**src/rtl/eclair_bus_pkg.sv**
```systemverilog
// eclair_bus_pkg: shared state encoding, byte indices and timing defaults for the memory bus sequencer
package eclair_bus_pkg;
    typedef enum logic [2:0] {
        S_IDLE   = 3'd0,
        S_SETUP  = 3'd1,
        S_STROBE = 3'd2,
        S_HOLD   = 3'd3,
        S_DONE   = 3'd4
    } state_t;
    localparam logic BYTE_LO = 1'b0;
    localparam logic BYTE_HI = 1'b1;
    localparam int unsigned DEFAULT_WAIT_STATES = 1;
endpackage

```
**src/rtl/mem_wait_timer.sv**
```systemverilog
// mem_wait_timer: loadable down-counter whose zero flag marks the last strobe cycle
module mem_wait_timer (
    input  logic       clk,
    input  logic       reset,
    input  logic       load,
    input  logic [2:0] load_val,
    output logic       zero
);
    logic [2:0] cnt;
    // reload on demand, otherwise count down and park at zero
    always_ff @(posedge clk) begin
        if (reset) cnt <= '0;
        else if (load) cnt <= load_val;
        else if (cnt != 3'd0) cnt <= cnt - 3'd1;
    end
    assign zero = cnt == 3'd0;
endmodule

```
**src/rtl/mem_cycle_seq.sv**
```systemverilog
// mem_cycle_seq: turns one microcode memory request into one or two byte-wide bus cycles
module mem_cycle_seq
    import eclair_bus_pkg::*;
#(
    parameter int unsigned WAIT_STATES = DEFAULT_WAIT_STATES,
    parameter int unsigned ADDR_WIDTH  = 16
) (
    input  logic                  clk,
    input  logic                  reset,
    input  logic                  start_read,
    input  logic                  start_write,
    input  logic                  op_16bit,
    input  logic [ADDR_WIDTH-1:0] mar,
    input  logic [15:0]           wdata,
    input  logic [7:0]            bus_data_in,
    output logic [ADDR_WIDTH-1:0] bus_addr,
    output logic [7:0]            bus_data_out,
    output logic                  bus_data_oe,
    output logic                  _w,
    output logic                  _rd,
    output logic [15:0]           rdata,
    output logic                  busy,
    output logic                  done,
    output logic                  err
);
    if (WAIT_STATES > 7) begin : g_ws_range
        $error("mem_cycle_seq: WAIT_STATES must be in 0..7");
    end

    state_t     state, state_nx;
    logic       is_write, is_16, idx, accept, more, wt_zero;
    logic [7:0] wdata_hi;

    assign accept = state == S_IDLE && (start_read ^ start_write);
    assign more   = is_16 && idx == BYTE_LO;

    mem_wait_timer u_timer (
        .clk      (clk),
        .reset    (reset),
        .load     (state == S_SETUP),
        .load_val (3'(WAIT_STATES)),
        .zero     (wt_zero)
    );

    // state register
    always_ff @(posedge clk) begin
        if (reset) state <= S_IDLE;
        else state <= state_nx;
    end

    // next state and strobe/status decode; strobes are only ever low in STROBE
    always_comb begin
        state_nx = state;
        case (state)
            S_IDLE:   state_nx = accept ? S_SETUP : S_IDLE;
            S_SETUP:  state_nx = S_STROBE;
            S_STROBE: state_nx = wt_zero ? S_HOLD : S_STROBE;
            S_HOLD:   state_nx = more ? S_SETUP : S_DONE;
            default:  state_nx = S_IDLE;
        endcase
        _w   = !(state == S_STROBE && is_write);
        _rd  = !(state == S_STROBE && !is_write);
        busy = state != S_IDLE;
        done = state == S_DONE;
    end

    // request latching, address/data sequencing and read-byte capture
    always_ff @(posedge clk) begin
        if (reset) begin
            is_write     <= 1'b0;
            is_16        <= 1'b0;
            idx          <= BYTE_LO;
            wdata_hi     <= '0;
            bus_addr     <= '0;
            bus_data_out <= '0;
            bus_data_oe  <= 1'b0;
            rdata        <= '0;
            err          <= 1'b0;
        end else begin
            err <= state == S_IDLE && start_read && start_write;
            if (accept) begin
                is_write <= start_write;
                is_16    <= op_16bit;
                idx      <= BYTE_LO;
                wdata_hi <= wdata[15:8];
                bus_addr <= mar;
                if (start_write) begin
                    bus_data_out <= wdata[7:0];
                    bus_data_oe  <= 1'b1;
                end else begin
                    rdata <= '0;
                end
            end
            if (state == S_STROBE && wt_zero && !is_write) begin
                if (idx) rdata[15:8] <= bus_data_in;
                else rdata[7:0] <= bus_data_in;
            end
            if (state == S_HOLD) begin
                if (more) begin
                    idx      <= BYTE_HI;
                    bus_addr <= bus_addr + ADDR_WIDTH'(1);
                    if (is_write) bus_data_out <= wdata_hi;
                end else begin
                    bus_data_oe <= 1'b0;
                end
            end
        end
    end
endmodule

```
**config.mk**
```make
export PLATFORM = sky130hd
export DESIGN_NAME = mem_cycle_seq
export DESIGN_NICKNAME = d
export VERILOG_FILES = /design/src/rtl/eclair_bus_pkg.sv /design/src/rtl/mem_wait_timer.sv /design/src/rtl/mem_cycle_seq.sv
export SDC_FILE = /design/constraint.sdc
export NUM_CORES = 1
export LEC_CHECK = 0
export ABC_AREA = 1
export CAP_MARGIN = 5
export CORE_ASPECT_RATIO = 1.5
export CORE_MARGIN = 10
export CORE_UTILIZATION = 25
export CTS_BUF_LIST = sky130_fd_sc_hd__clkbuf_4 sky130_fd_sc_hd__clkbuf_8 sky130_fd_sc_hd__clkbuf_16
export CTS_CLUSTER_SIZE = 30
export DETAILED_ROUTE_END_ITERATION = 10
export GPL_ROUTABILITY_DRIVEN = 1
export SLEW_MARGIN = 20
export SYNTH_ARGS = -nofsm -noshare
export SYNTH_HDL_FRONTEND = slang
export SYNTH_SLANG_ARGS = --single-unit
```
**constraint.sdc**
```tcl
create_clock -name clk -period 1.3 [get_ports clk]
set_input_delay 0.26 -clock clk [delete_from_list [all_inputs] [get_ports clk]]
set_output_delay 0.26 -clock clk [all_outputs]
set_load 0.005 [all_outputs]
```
==> metrics.txt, run 1 <==
fmax 0.673 GHz; pin count of the biggest net entering global routing 20; starting density of the core 25.7%; total grt overflow 0; Pint 4720 uW; Post-synth EDFFs 0; Warnings, synthesis 0; post-route antenna net violation count 0; post-synthesis sequential area ratio 39.9%; Top Ports 91; status finished, violations left; mapped cell area 0.00296 mm^2; syn_nets 492; clk buf depth 2; Worst Hold Margin 0.287 ns; Comb power frac 31.9%; Clock transition at path regs 0.05 ns; Slew Limit Fails 0; DRC viols 0; worst setup path endpoint _rd; worst relative slew slack 82.2%; first-pass GRT wire length 17700 um; final hold vios 0; post-route setup TNS -5.85 ns; CP max FO 3; First-pass DRT Iterations 4; GRT Total Usage 13.2%; clk root buf clkbuf_16; CP delay by family, top flip-flops; Switching Share 31.0%; worst clock skew 0.00394 ns; post-DR wirelength/cell 14.7 um; failing checks negative setup slack; Cells after DPL 710; R2R Path End rdata[5]; CP endpoint kind output port; layout cell share with drive strength beyond 1 37.6%; # H-tree levels 3; Detailed Place HPWL 7300 um; Final Instance Count excl. Fillers 746; # diodes 0; sequential share of power 32.1%; reg2reg path depth 8; Yosys cell types 34; clock power share 36.0%; P&R area growth vs syn 84.5%; core box area 0.0115 mm^2; Most used DFF post-synth dfxtp_1; row count 48; Buf/Inv on CP 3; Synth Area per Inst 6.67 um^2; Die Ht 153 um; Yosys reg bits 59; design area 0.00546 mm^2; routability-driven placement congestion ratio 0.817; Async SR Flop Fraction 0%; Peak VDD IR 0.657 mV; clock net sink count 59; nets 639; Detailed Route WL 10900 um; Critical Path RT 1.04 ns; hold_buf cts 0; Slowest cell on crit path dfxtp_4; vias in the first global route 3609; R2R Path Start state[1]; CTS tree done; CP Launch Point state[1]; CP Launch Type flip-flop; fill count 1119; critical path depth 5; pwr dens 1250 mW/mm^2; total number of vias 3409; Post-Synthesis Cells 444; Tmin final 1.49 ns; peak per-stage delay on the critical path 0.35 ns; worst-margin pin slew 0.267 ns; Arr. time, crit path 1.23 ns; Clock Latency Late Sink 0.33 ns; die area 0.0167 mm^2; most used cell, CP buf_6; P_sw 2120 uW; final setup margin -0.186 ns; pre-CTS setup slack -0.444 ns; DIE WIDTH 109 um; DR vias/cell 4.57; initial antenna violation count 0; Placed Area 0.00434 mm^2; max-cap violations 0; Tcrit/Tclk final 114%; r2r setup slk -0.18 ns; Hold Path Class input port to flip-flop; 1st-iter DRT viols 130; RSZ-0062 raised after global routing yes; cts bufs inserted 9; Leakage 0.00271 uW; CP Cell Sequence inv_2 > nor3_4 > buf_6 > nand2_4 > buf_6; final setup vio count 52; IO buf count 90; crit path kind flip-flop to output port
cell usage after synthesis, drive strengths merged, types with 2 or more instances:
master,instances,area share [%]
nand2,135,18
nor2,63,8.6
dfxtp,59,40
inv,48,6.1
nand3,42,7.4
o21ai,33,5.6
a21oi,19,3.2
buf,12,3.2
clkbuf,6,0.76
o211ai,6,1.5
nand4,4,1.1
nor3,4,1.1
ha,3,1.3
or2,2,0.42
xor2,2,0.59
kinds of logic (layout without fill, tap and decap cells):
| group | Yosys count | count (layout) | share of synthesized area, % |
|---|---|---|---|
| and+or+nand+nor | 252 | 254 | 37.0 |
| adders and majority gates | 3 | 3 | 1.27 |
| buffers and inverters | 67 | 217 | 10.2 |
| DFF | 59 | 59 | 39.9 |
| xor gates and xnor gates | 3 | 3 | 0.888 |
| AOI/OAI and AO/OA | 60 | 60 | 10.8 |
worst min-delay path, stage by stage:
cell	delay, ns
dlymetal6s2s_1	0.15
inv_2	0.09
nor4_1	0.06
power groups by stage:
stage	Combinational, uW	Clock, uW	Sequential [uW]
6_report	2180	2460	2200
5_1_grt	2410	2580	2220
4_1_cts	2110	2500	2190
3_5_place_dp	1660	0	2220
3_3_place_gp	1600	0	2220
2_1_floorplan	865	0	2220
cell usage in the layout, fill, tap and decap left out, types with 4 or more instances in the layout:
master,n
nand2_1,90
nor2_1,57
dfxtp_1,44
clkdlybuf4s50_1,42
inv_1,40
dlygate4sd2_1,40
buf_4,35
nand2_2,27
nand3_2,24
o21ai_2,24
nand2_4,19
nand3_1,16
buf_6,12
a21oi_1,11
dfxtp_2,10
clkbuf_16,10
buf_12,9
a21oi_2,8
o21ai_0,6
o211ai_1,6
inv_2,5
dfxtp_4,5
nor2_4,4
worst min-delay path by stage:
stage	start	endpoint	depth (start not counted)	slack [ns]
finish	start_read	err	3	0.29
global route	start_read	err	3	0.30
CTS	is_16	is_16	2	0.46
detailed placement	is_16	is_16	2	0.45
global placement	is_16	is_16	2	0.45
floorplan	mar[5]	bus_addr[5]	2	0.40
what timing repair did:
action	in CTS	in global routing
endpoints found under the setup margin	95	59
pin swaps	34	29
gates resized for setup	202	58
gates cloned	9	1
setup buffers	10	5
state kept, by name (all words and copies together) (netlist names), 3 cells and up:
name and flops:
bus_addr 16, rdata 16, bus_data_out 8, wdata_hi 8
state 3, u_timer.cnt 3
cell type report:
| class | instances | area [um^2] | share of cell area, % |
|---|---|---|---|
| clock buffers | 12 | 267 | 4.88 |
| clock inverters | 4 | 47.5 | 0.870 |
| inverters | 49 | 211 | 3.87 |
| multi-input cells | 320 | 1990 | 36.4 |
| flip-flops and latches | 59 | 1210 | 22.2 |
| well taps | 150 | 188 | 3.44 |
| repair buffers | 150 | 1520 | 27.9 |
| repair inverters | 2 | 22.5 | 0.412 |
per-layer routing:
layer  up-vias  GRT usage [%]  wire [um]
li1       1707              -          -
met1      1596           13.8       4250
met2        93           23.6       5800
met3        13           3.96        702
met4         0           5.29        183
met5         -              0          0
metrics by stage:
step                      power (uW)  utilization (%)
after floorplan                 3080                -
after global placement          3820             37.7
after detailed placement        3880             37.7
after CTS                       6800             46.0
after global routing            7210             47.4
final                           6830             47.4
Power figures use the tool's default switching activity.
==> run 2, diff against run 1 <==
--- a/config.mk
+++ b/config.mk
@@ -5,15 +5,15 @@
 export SDC_FILE = /design/constraint.sdc
 export NUM_CORES = 1
 export LEC_CHECK = 0
-export ABC_AREA = 1
 export CAP_MARGIN = 5
 export CORE_ASPECT_RATIO = 1.5
 export CORE_MARGIN = 10
-export CORE_UTILIZATION = 25
+export CORE_UTILIZATION = 41
 export CTS_BUF_LIST = sky130_fd_sc_hd__clkbuf_4 sky130_fd_sc_hd__clkbuf_8 sky130_fd_sc_hd__clkbuf_16
 export CTS_CLUSTER_SIZE = 30
 export DETAILED_ROUTE_END_ITERATION = 10
 export GPL_ROUTABILITY_DRIVEN = 1
+export PLACE_DENSITY = 0.76
 export SLEW_MARGIN = 20
 export SYNTH_ARGS = -nofsm -noshare
 export SYNTH_HDL_FRONTEND = slang
==> run 2 against run 1 <==
  * The run still ends with negative setup slack left
  * Area after synthesis shrank 6.4%
  * Worst hold slack gained 0.074 ns
  * Combinational power grew 60%
  * Critical path type is now flip-flop to flip-flop
  * Largest power group is now combinational cells
==> metrics.txt, run 2 <==
mapped cell area 0.00277 mm^2 (was 0.00296 mm^2); Comb power frac 46.9% (was 31.9%); CTS tree done (unchanged); DIE WIDTH 87.1 um (was 109 um); Post-Synthesis Cells 338 (was 444); final setup vio count 60 (was 52); post-route antenna net violation count 0 (unchanged); Tcrit/Tclk final 129% (was 114%); fmax 0.597 GHz (was 0.673 GHz); Pint 4840 uW (was 4720 uW); top-count cell post-synth nand2_1 (unchanged); CP endpoint kind flip-flop (was output port); total number of vias 3495 (was 3409); GRT Total Usage 20.5% (was 13.2%); top cells by count, synth nand2_1 (60), dfxtp_1 (59), a21oi_1 (30) (was nand2_1 (129), nor2_1 (60), dfxtp_1 (59)); design area 0.00547 mm^2 (was 0.00546 mm^2); final setup margin -0.376 ns (was -0.186 ns); commonest non-fill, non-tap cell in the layout buf_4 (was nand2_1); DR vias/cell 5.85 (was 4.57); P_sw 2590 uW (was 2120 uW); Worst Hold Margin 0.361 ns (was 0.287 ns); 1st-iter DRT viols 207 (was 130); Critical Path RT 1.53 ns (was 1.04 ns); Tot Pwr 7430 uW (was 6830 uW); clock net sink count 59 (unchanged); sequential share of power 30.7% (was 32.1%); status finished, violations left (unchanged); max-cap violations 0 (unchanged); clk root buf clkbuf_8 (was clkbuf_16); Most used DFF post-synth dfxtp_1 (unchanged); Peak VDD IR 0.893 mV (was 0.657 mV); pwr dens 1360 mW/mm^2 (was 1250 mW/mm^2); nets 564 (was 639); Clock transition at path regs 0.08 ns (was 0.05 ns); failing checks negative setup slack (unchanged); final hold vios 0 (unchanged); starting density of the core 42.4% (was 25.7%); First-pass DRT Iterations 4 (unchanged); post-DR wirelength/cell 21.6 um (was 14.7 um); Placed Area 0.00423 mm^2 (was 0.00434 mm^2); P&R area growth vs syn 97.5% (was 84.5%); cts bufs inserted 9 (unchanged); Synth area leaders dfxtp_1 (43%), nand2_1 (8.1%), a21oi_1 (5.4%) (was dfxtp_1 (40%), nand2_1 (16%), nor2_1 (7.6%)); Clock Latency Late Sink 0.35 ns (was 0.33 ns); core box area 0.00653 mm^2 (was 0.0115 mm^2); Yosys cell types 51 (was 34); Synth Area per Inst 8.20 um^2 (was 6.67 um^2); Die Ht 121 um (was 153 um); worst-margin pin slew 0.375 ns (was 0.267 ns); pre-CTS setup slack -0.746 ns (was -0.444 ns); Arr. time, crit path 1.91 ns (was 1.23 ns); Detailed Route WL 12900 um (was 10900 um); Leakage 0.00220 uW (was 0.00271 uW); Hold Path Class input port to flip-flop (unchanged); Yosys reg bits 59 (unchanged); vias in the first global route 3630 (was 3609); commonest cells after routing, fill and taps aside buf_4 (52), clkdlybuf4s50_1 (41), buf_6 (40) (was nand2_1 (90), nor2_1 (57), dfxtp_1 (44)); worst relative slew slack 74.8% (was 82.2%); pin count of the biggest net entering global routing 41 (was 20); crit path kind flip-flop to flip-flop (was flip-flop to output port); Tmin final 1.68 ns (was 1.49 ns); Warnings, synthesis 0 (unchanged); routability-driven placement congestion ratio 0.926 (was 0.817); IO buf count 90 (unchanged); first-pass GRT wire length 17400 um (was 17700 um); largest registers bus_addr (16), rdata (16) (unchanged); CP max FO 4 (was 3); syn_nets 386 (was 492); die area 0.0105 mm^2 (was 0.0167 mm^2); worst clock skew 0.0122 ns (was 0.00394 ns); row count 36 (was 48); Synth area leader dfxtp_1 (unchanged); clk buf depth 2 (unchanged); Switching Share 34.9% (was 31.0%); top-area cell type share of the netlist area 42.6% (was 39.9%); RSZ-0062 raised after global routing yes (unchanged); total grt overflow 0 (unchanged); Post-synth EDFFs 0 (unchanged); post-synthesis sequential area ratio 42.6% (was 39.9%); layout cell share with drive strength beyond 1 51.4% (was 37.6%); Top Ports 91 (unchanged); Async SR Flop Fraction 0% (unchanged); # H-tree levels 3 (unchanged); initial antenna violation count 0 (unchanged); DRC viols 0 (unchanged); # diodes 0 (unchanged); hold_buf cts 0 (unchanged); CP Launch Type flip-flop (unchanged); clock power share 22.3% (was 36.0%); Slew Limit Fails 0 (unchanged); Detailed Place HPWL 6820 um (was 7300 um)
==> run 2: path summary, 6_finish.rpt <==
kind	start	endpoint	slack, ns	depth (start not counted)
hold reg to reg	rdata[9]	rdata[9]	0.48	2
setup / recovery	state[1]	bus_data_out[6]	-0.38	7
hold / removal	reset	bus_addr[14]	0.36	3
setup reg to reg	state[1]	bus_data_out[6]	-0.38	7
==> run 2: worst max-delay path, cell delays in order (launching register included) <==
cell and delay [ns]:
dfxtp_4 0.36, buf_6 0.12, nor3_4 0.16, inv_2 0.10, nor3b_4 0.28, buf_6 0.15
nand2_2 0.06, a311oi_2 0.34
==> run 2: per-layer routing <==
| layer | vias to the layer above | global-route usage, % | wire length (um) |
|---|---|---|---|
| met3 | 66 | 6.18 | 774 |
| li1 | 1578 | - | - |
| met1 | 1694 | 19.5 | 4510 |
| met5 | - | 0 | 0 |
| met2 | 157 | 36.5 | 6730 |
| met4 | 0 | 13.6 | 880 |
==> run 2: cells by family after synthesis <==
group           Yosys count  synth area share [%]
flops                    59                  42.6
compound gates           82                  20.4
xor+xnor                  7                  2.21
simple gates            151                  27.8
buf+inv                  36                  5.60
fa+ha+maj                 3                  1.36
==> run 2: what timing repair did <==
item,in CTS,in global routing
cloned,3,1
gates resized for setup,176,99
pin swaps,48,63
setup buffers,27,9
endpoints found under the setup margin,100,64
==> run 2: final cells by class <==
type	count	area [um^2]
Multi-Input combinational cell	243	2130
Timing Repair Buffer	188	1770
Sequential cell	59	1230
Fill cell	340	1060
Clock buffer	12	170
Tap cell	76	95.1
Inverter	15	56.3
Clock inverter	4	22.5
==> run 2: through the flow <==
stage,util [%],setup TNS (ns),instances
final,83.8,-13.93,597
after global routing,83.8,-17.02,597
after CTS,76.7,-9.93,592
after detailed placement,64.8,-23.85,546
after global placement,64.8,-20.68,546
after floorplan,-,-6.26,338
==> run 2: power by group through the flow <==
stage          sequential [uW]  combinational [uW]  clock (uW)
3_5_place_dp              2270                2140           0
6_report                  2280                3490        1660
4_1_cts                   2240                2830        1620
2_1_floorplan             2260                1050           0
3_3_place_gp              2260                2080           0
5_1_grt                   2300                3670        1740
